File: src/rtl/rs232_pkg.sv
`default_nettype none
// +----------------------------------------------------------------------------+
// | Module      : rs232_pkg                                                    |
// | Description : Shared constants and types for the RS-232 receive/transmit   |
// |               pair: default oversampling ratio, stop-bit and parity        |
// |               encodings, and the transmitter state enumeration.            |
// | Ports       : none (package)                                               |
// | Revision    : 1.0 - initial release                                        |
// +----------------------------------------------------------------------------+
package rs232_pkg;

  // Bit-clock cycles per serial bit; rs232_rx and rs232_tx must agree.
  localparam int DEFAULT_OSR = 9;

  // Stop-bit count encodings.
  localparam int STOP_BITS_ONE = 1;
  localparam int STOP_BITS_TWO = 2;

  // Parity sense encodings (only meaningful when parity is enabled).
  localparam int PAR_SEL_EVEN = 0;
  localparam int PAR_SEL_ODD  = 1;

  typedef enum logic [2:0] {
    ST_IDLE   = 3'd0,
    ST_FETCH  = 3'd1,
    ST_LOAD   = 3'd2,
    ST_START  = 3'd3,
    ST_DATA   = 3'd4,
    ST_PARITY = 3'd5,
    ST_STOP   = 3'd6
  } tx_state_e;

  // Counter width large enough for a two-stop-bit period (2*OSR-1).
  function automatic int timer_width(input int osr);
    return $clog2(2 * osr);
  endfunction

endpackage
`default_nettype wire

File: src/rtl/rs232_tx_if.sv
`default_nettype none
// +----------------------------------------------------------------------------+
// | Module      : rs232_tx_if                                                  |
// | Description : FIFO read-side bundle between the byte FIFO and rs232_tx.    |
// | Signals     : empty  - FIFO empty flag              (FIFO -> tx)           |
// |               din    - read data, valid cycle after rd_en (FIFO -> tx)     |
// |               rd_en  - one-cycle read strobe        (tx -> FIFO)           |
// |               rd_clk - FIFO read clock, equals tx bit clock (tx -> FIFO)   |
// | Modports    : master - transmitter side; slave - FIFO side                 |
// | Revision    : 1.0 - initial release                                        |
// +----------------------------------------------------------------------------+
interface rs232_tx_if;
  logic       empty;
  logic [7:0] din;
  logic       rd_en;
  logic       rd_clk;

  modport master (
    input  empty,
    input  din,
    output rd_en,
    output rd_clk
  );

  modport slave (
    input  rd_en,
    input  rd_clk,
    output empty,
    output din
  );
endinterface
`default_nettype wire

File: src/rtl/rs232_bit_timer.sv
`default_nettype none
// +----------------------------------------------------------------------------+
// | Module      : rs232_bit_timer                                              |
// | Description : Per-bit cycle counter with a programmable terminal count.    |
// |               Counts 0..tc, wraps to 0 after tc, and restarts at 0         |
// |               whenever clr is asserted.                                    |
// | Ports       : clk      in  clock                                           |
// |               rst      in  synchronous active-high reset                   |
// |               clr      in  restart the count (owner's state change)        |
// |               tc       in  terminal count (period - 1)                     |
// |               bit_done out high during the last cycle of the period        |
// | Revision    : 1.0 - initial release                                        |
// +----------------------------------------------------------------------------+
module rs232_bit_timer #(
  parameter int CW = 5
) (
  input  logic          clk,
  input  logic          rst,
  input  logic          clr,
  input  logic [CW-1:0] tc,
  output logic          bit_done
);

  logic [CW-1:0] cnt_q;
  logic [CW-1:0] cnt_d;

  assign bit_done = (cnt_q == tc);

  always_comb begin
    cnt_d = cnt_q + CW'(1);
    // Wrap at the terminal count so consecutive bits in one state
    // (the data bits) each get a full period without a state change.
    if (clr || bit_done) begin
      cnt_d = '0;
    end
  end

  always_ff @(posedge clk) begin
    if (rst) begin
      cnt_q <= '0;
    end else begin
      cnt_q <= cnt_d;
    end
  end

endmodule
`default_nettype wire

File: src/rtl/rs232_tx.sv
`default_nettype none
// +----------------------------------------------------------------------------+
// | Module      : rs232_tx                                                     |
// | Description : UART transmitter. Pulls one byte per frame from a standard   |
// |               (non-show-ahead) FIFO and serialises it LSB first with a     |
// |               start bit, optional parity bit and 1 or 2 stop bits.         |
// | Parameters  : OSR        bit-clock cycles per serial bit                   |
// |               PARITY_EN  1 inserts a parity bit after D7                   |
// |               PARITY_ODD 0 even parity, 1 odd parity                       |
// |               STOP_BITS  1 or 2                                            |
// | Ports       : clk_tx  in  bit clock (also the FIFO read clock)             |
// |               rst     in  synchronous active-high reset                    |
// |               fifo    master modport of rs232_tx_if (empty/din/rd_en/      |
// |                       rd_clk)                                              |
// |               tx      out serial line, registered, idle high               |
// |               busy    out high from FETCH through the last STOP cycle      |
// | Revision    : 1.0 - initial release                                        |
// +----------------------------------------------------------------------------+
module rs232_tx
  import rs232_pkg::*;
#(
  parameter int OSR        = DEFAULT_OSR,
  parameter int PARITY_EN  = 0,
  parameter int PARITY_ODD = PAR_SEL_EVEN,
  parameter int STOP_BITS  = STOP_BITS_ONE
) (
  input  logic       clk_tx,
  input  logic       rst,
  rs232_tx_if.master fifo,
  output logic       tx,
  output logic       busy
);

  localparam int            CW          = timer_width(OSR);
  localparam logic [CW-1:0] TC_BIT      = CW'(OSR - 1);
  localparam logic [CW-1:0] TC_STOP     = CW'(STOP_BITS * OSR - 1);
  localparam logic          PAR_EN_BIT  = (PARITY_EN != 0);
  localparam logic          PAR_ODD_BIT = (PARITY_ODD != 0);

  tx_state_e   state_q, state_d;
  logic [7:0]  sh_q, sh_d;
  logic [2:0]  idx_q, idx_d;
  logic        par_q, par_d;
  logic        tx_q, tx_d;

  logic          rd_en_w;
  logic [CW-1:0] tc_w;
  logic          clr_w;
  logic          bit_done_w;

  // The counter restarts on every state transition, so each state's
  // period is measured from its own first cycle.
  assign clr_w = (state_d != state_q);

  rs232_bit_timer #(
    .CW (CW)
  ) u_bit_timer (
    .clk      (clk_tx),
    .rst      (rst),
    .clr      (clr_w),
    .tc       (tc_w),
    .bit_done (bit_done_w)
  );

  always_comb begin
    state_d = state_q;
    sh_d    = sh_q;
    idx_d   = idx_q;
    par_d   = par_q;
    tx_d    = 1'b1;
    rd_en_w = 1'b0;
    tc_w    = TC_BIT;

    case (state_q)
      ST_IDLE: begin
        if (!fifo.empty) begin
          state_d = ST_FETCH;
        end
      end
      ST_FETCH: begin
        rd_en_w = 1'b1;
        state_d = ST_LOAD;
      end
      ST_LOAD: begin
        // din is valid now, one cycle after the read strobe.
        sh_d    = fifo.din;
        par_d   = (^fifo.din) ^ PAR_ODD_BIT;
        idx_d   = 3'd0;
        state_d = ST_START;
      end
      ST_START: begin
        tx_d = 1'b0;
        if (bit_done_w) begin
          state_d = ST_DATA;
        end
      end
      ST_DATA: begin
        tx_d = sh_q[idx_q];
        if (bit_done_w) begin
          if (idx_q == 3'd7) begin
            state_d = PAR_EN_BIT ? ST_PARITY : ST_STOP;
          end else begin
            idx_d = idx_q + 3'd1;
          end
        end
      end
      ST_PARITY: begin
        tx_d = par_q;
        if (bit_done_w) begin
          state_d = ST_STOP;
        end
      end
      ST_STOP: begin
        tx_d = 1'b1;
        tc_w = TC_STOP;
        if (bit_done_w) begin
          state_d = ST_IDLE;
        end
      end
      default: begin
        state_d = ST_IDLE;
      end
    endcase
  end

  // tx follows the state by one cycle; registering it keeps the line
  // free of decode glitches.
  always_ff @(posedge clk_tx) begin
    if (rst) begin
      state_q <= ST_IDLE;
      sh_q    <= 8'h00;
      idx_q   <= 3'd0;
      par_q   <= 1'b0;
      tx_q    <= 1'b1;
    end else begin
      state_q <= state_d;
      sh_q    <= sh_d;
      idx_q   <= idx_d;
      par_q   <= par_d;
      tx_q    <= tx_d;
    end
  end

  assign tx          = tx_q;
  assign busy        = (state_q != ST_IDLE);
  assign fifo.rd_en  = rd_en_w;
  assign fifo.rd_clk = clk_tx;

endmodule
`default_nettype wire

File: src/flat_wrapper.sv
// flat-port wrapper written by rule: the top's interface ports become plain ports
module rs232_tx_flat import rs232_pkg::*;
#(
  parameter int OSR        = DEFAULT_OSR,
  parameter int PARITY_EN  = 0,
  parameter int PARITY_ODD = PAR_SEL_EVEN,
  parameter int STOP_BITS  = STOP_BITS_ONE
)
  (clk_tx, rst, tx, busy, fifo_empty, fifo_din, fifo_rd_en, fifo_rd_clk);
  rs232_tx_if fifo_i ();
  input  logic clk_tx;
  input  logic rst;
  output logic tx;
  output logic busy;
  input wire logic [$bits(fifo_i.empty)-1:0] fifo_empty;
  input wire logic [$bits(fifo_i.din)-1:0] fifo_din;
  output wire logic [$bits(fifo_i.rd_en)-1:0] fifo_rd_en;
  output wire logic [$bits(fifo_i.rd_clk)-1:0] fifo_rd_clk;
  assign fifo_i.empty = fifo_empty;
  assign fifo_i.din = fifo_din;
  assign fifo_rd_en = fifo_i.rd_en;
  assign fifo_rd_clk = fifo_i.rd_clk;
  rs232_tx #(.OSR(OSR), .PARITY_EN(PARITY_EN), .PARITY_ODD(PARITY_ODD), .STOP_BITS(STOP_BITS)) u_core (.clk_tx(clk_tx), .rst(rst), .fifo(fifo_i), .tx(tx), .busy(busy));
endmodule
File: config.mk
export PLATFORM = sky130hd
export DESIGN_NAME = rs232_tx_flat
export DESIGN_NICKNAME = d
export VERILOG_FILES = /design/src/rtl/rs232_pkg.sv /design/src/rtl/rs232_tx_if.sv /design/src/rtl/rs232_bit_timer.sv /design/src/rtl/rs232_tx.sv /design/src/flat_wrapper.sv
export SDC_FILE = /design/constraint.sdc
export NUM_CORES = 1
export LEC_CHECK = 0
export ABC_CLOCK_PERIOD_IN_PS = 1700
export CORE_MARGIN = 2
export CORE_UTILIZATION = 52
export DETAILED_ROUTE_END_ITERATION = 7
export PLACE_DENSITY = 0.84
export SKIP_LAST_GASP = 1
export SLEW_MARGIN = 20
export SYNTH_ARGS = -nofsm -noshare
export SYNTH_HDL_FRONTEND = slang
export SYNTH_SLANG_ARGS = --single-unit
File: constraint.sdc
create_clock -name clk_tx -period 1.7 [get_ports clk_tx]
set_input_delay 0.255 -clock clk_tx [delete_from_list [all_inputs] [get_ports clk_tx]]
set_output_delay 0.255 -clock clk_tx [all_outputs]
set_load 0.01 [all_outputs]
Word level (Yosys, flattened, before mapping)
Cells that the tools add are included.
Widths: inputs -> output; s select.
{"block": "totals", "reg_bits": 21, "input_bits": 11, "out_inout_bits": 4, "word_cells": 41}
{"block": "op_classes", "n_addsub": 2, "n_lt_le_gt_ge": 1, "n_eq_ne": 11, "mux": 14, "reduce_logical": 7}
{"operator": "$mux 3", "n": 8}
{"operator": "$pmux 3 s7", "n": 1}
{"operator": "$eq 3x3->1 const B", "n": 4}
{"operator": "$reduce_xor 8->1", "n": 1}
{"operator": "$eq 3x2->1 const B", "n": 2}
{"operator": "$pmux 3 s2", "n": 1}
{"operator": "$add 5x1->5 const B", "n": 1}
{"operator": "$eq 5x4->1 const B", "n": 1}
{"operator": "$lt 3x4->1 const B", "n": 1}
{"operator": "$ne 2x2->1 const B", "n": 2}
{"operator": "$add 3x1->3 const B", "n": 1}
{"operator": "$bmux 1 s3", "n": 1}
{"operator": "$eq 3x1->1 const B", "n": 1}
{"operator": "$logic_not 3->1", "n": 1}
{"operator": "$ne 3x3->1", "n": 1}
{"operator": "$pmux 1 s3", "n": 1}
{"operator": "$reduce_and 3->1", "n": 1}
{"operator": "$reduce_bool 3->1", "n": 1}
{"operator": "$mux 1", "n": 2}
{"operator": "$reduce_bool 2->1", "n": 1}
{"operator": "$reduce_or 2->1", "n": 1}
{"operator": "$logic_or 1x1->1", "n": 1}

Depth between registers and ports, before layout
Gate-level depths: netlist (run 1).
{"block": "depth", "depth_word": 7, "mapped_depth": 6, "depth_no_buf": 6}

Modules after synthesis
Synthesis (run 1) repeated with hierarchy kept, for this count alone.
{"block": "hier_totals", "cells_unflattened": 135, "area_unflattened_um2": 1152.4}
{"mod": "rs232_tx", "instances": 1, "cells_per_inst": 108, "area_each_um2": 882.1, "seq_area_each_um2": 320.3}
{"mod": "rs232_bit_timer", "instances": 1, "cells_per_inst": 27, "area_each_um2": 270.3, "seq_area_each_um2": 100.1}

==> impl_metrics.json, run 1 <==
{
  "grt_max_degree": 13,
  "power_density_nw_per_um2": 847.2,
  "yosysMostFrequentCell": "nand2_1",
  "wirelength_mm": 2.222,
  "maxCapViolCount": 0,
  "antenna_found_initial": 0,
  "dpl_cell_area_um2": 1239,
  "stdcell_count": 175,
  "coreArea_um2": 1942,
  "power_mw": 1.100,
  "synth_edf_count": 0,
  "ys_seq_area_share_pct": 39.48,
  "ys_ff_latch": 21,
  "crit_path_cell_trace": "or3_1 -> clkdlybuf4s15_1",
  "dieArea_um2": 2426,
  "final_util_pct": 66.88,
  "synth_top_area_share_pct": 39.48,
  "firstDrtPassIters": 4,
  "ir_drop_v": 0.0005661,
  "gr-total-overflow": 0,
  "grt_pass1_wl_mm": 3.801,
  "dieHeight_um": 49.25,
  "num_io_pins": 15,
  "min_period_ps": 1626,
  "die_x_um": 49.25,
  "worst_setup_path_end_kind": "output port",
  "critical-path-max-stage-delay_ps": 380,
  "rsz0062_at_grt": "false",
  "slew_headroom_pct": 72.87,
  "crit_family": "flip-flops",
  "num_vias": 951,
  "syn_to_final_growth_pct": 21.97,
  "clock_power_share_pct": 35.6,
  "post_drt_wl_per_cell_um": 12.70,
  "crit_slowest_cell": "dfxtp_4",
  "power_frac_comb_pct": 16.3,
  "pwr-share-seq_pct": 48.2,
  "hpwl_mm": 1.676,
  "arrival_ps": 1370,
  "cts_tree": "yes",
  "clk_pin_slew_ps": 120,
  "finalWorstSetupSlack_ps": 73.72,
  "postLayoutCellArea_um2": 1299,
  "hold-worst-slack_ps": 411.5,
  "syn_nets": 144,
  "gp_congestion": 0.7963,
  "fmax_mhz": 614.9,
  "path_class": "reg -> out",
  "viasPerCell": 5.434,
  "synth_cells": 129,
  "outcome": "complete, no violations",
  "placed_cells": 167,
  "tns_ps": 0,
  "synth_flop_cell": "dfxtp_1",
  "port_buffers": 14,
  "worstPathRequired_ps": 1440,
  "p_int_uw": 793.9,
  "async_reset_ff_share_pct": 0,
  "yosysTopAreaCell": "dfxtp_1",
  "drv_slew": 0,
  "drt_first_iter_violations": 22,
  "drc": 0,
  "fin_nets": 164,
  "start_kind": "register",
  "fin_crit_sh_pct": 95.66,
  "globalRouteTotalUtil_pct": 20.65,
  "crit_fanout": 5,
  "leakage_nw": 0.4619,
  "p_sw_uw": 306.4,
  "p_sw_share_pct": 27.85,
  "synth_cell_types": 35,
  "setup-violations-final": 0,
  "pre_cts_ws_ps": 134.7,
  "initial_utilization_pct": 54.83,
  "grt_pass1_vias": 922,
  "hp-class": "in -> reg",
  "clk_latency_ps": 430,
  "layout-drive-gt1-share_pct": 11.49,
  "cp_num_buf_inv": 1,
  "drt.antenna.violating_nets": 0,
  "rows": 16,
  "max_slew.worst_pin.slew_ps": 396.7,
  "synthTopCellsByArea": "dfxtp_1, nand2_1, a21oi_1",
  "ys_warn_count": 0,
  "postSynthAreaPerCell_um2": 8.254,
  "hold_violations": 0,
  "antenna-diode-count": 0,
  "synth_area_um2": 1065,
  "finClkSkew_ps": 9.774,
  "netlist_top_cells_count": "nand2_1, dfxtp_1, a21oi_1, nor2_1, xnor2_1"
}
-- final timing paths --
path	start	to	slack [ps]	cells past startpoint
max	u_core.state_q[2]	busy	70	2
min	fifo_din[2]	u_core.sh_q[2]	410	3
max reg2reg	u_core.state_q[2]	u_core.idx_q[2]	110	5
min reg2reg	u_core.sh_q[2]	u_core.sh_q[2]	470	2
-- logic make-up after synthesis --
family,synth area share (%)
DFF,39.48
AOI/OAI and AO/OA,14.10
and+or+nand+nor,25.15
xor gates and xnor gates,8.226
buffers and inverters,5.288
muxes,3.055
adders and majority gates,4.701
-- sequential cells by signal, summed over array words and instances (netlist names) --
| register | flops |
|---|---|
| u_core.tx | 1 |
| u_core.idx_q | 3 |
| u_core.state_q | 3 |
| u_core.par_q | 1 |
| u_core.sh_q | 8 |
| u_core.u_bit_timer.cnt_q | 5 |
-- routing by layer --
layer | routed length [um] | part of all wire (%) | track usage, % | vias to the layer above
met2 | 1200 | 54 | 36.94 | 24
met1 | 890 | 40 | 21.99 | 449
li1 | - | - | - | 476
met4 | 30 | 1.4 | 12.86 | 0
met3 | 100 | 4.5 | 3.988 | 2
met5 | 0 | 0 | 0 | -
-- placed cells by master (no fill, tap or decap), drive strengths merged, types with 2 or more instances in the layout --
cell type      count
dlygate4sd2        2
nand2b             3
clkdlybuf4s50     11
inv                5
xor2               2
dfxtp             21
ha                 4
nor2              10
clkbuf             6
xnor2              8
nand3              7
a21oi             14
buf                6
nor2b              3
nand2             23
or3                2
-- layout make-up --
| type | instances | area, um^2 |
|---|---|---|
| Fill cell | 176 | 643.1 |
| Multi-Input combinational cell | 95 | 588.1 |
| Sequential cell | 21 | 425.4 |
| Timing Repair Buffer | 19 | 173.9 |
| Clock buffer | 7 | 53.80 |
| Tap cell | 27 | 33.78 |
| Inverter | 5 | 18.77 |
| Clock inverter | 1 | 5.005 |
-- worst min-delay path, delay by kind of cell --
kind | cells | cell delay (ps)
buf+inv | 1 | 430
simple gates | 1 | 70
compound gates | 1 | 50
-- power groups by stage --
stage	Sequential (mW)	Clock [mW]	Combinational (mW)
after detailed placement	0.542	0.0598	0.184
after global placement	0.541	0.0598	0.173
final	0.530	0.391	0.179
after CTS	0.531	0.406	0.179
after floorplan	0.536	0.0485	0.118
after global routing	0.534	0.427	0.199
-- timing repair --
item	in CTS	in global routing
setup endpoints to repair	3	1
hold buffers	0	0
resized for setup	4	3
buffers inserted	0	1
No activity file was read; power rests on OpenSTA's default activity.
==> inputs of run 2 (changes only) <==
SLEW_MARGIN = 10   (was 20)
==> results of run 2 <==
The final DEF is identical to that of run 1; final timing and power are the same.
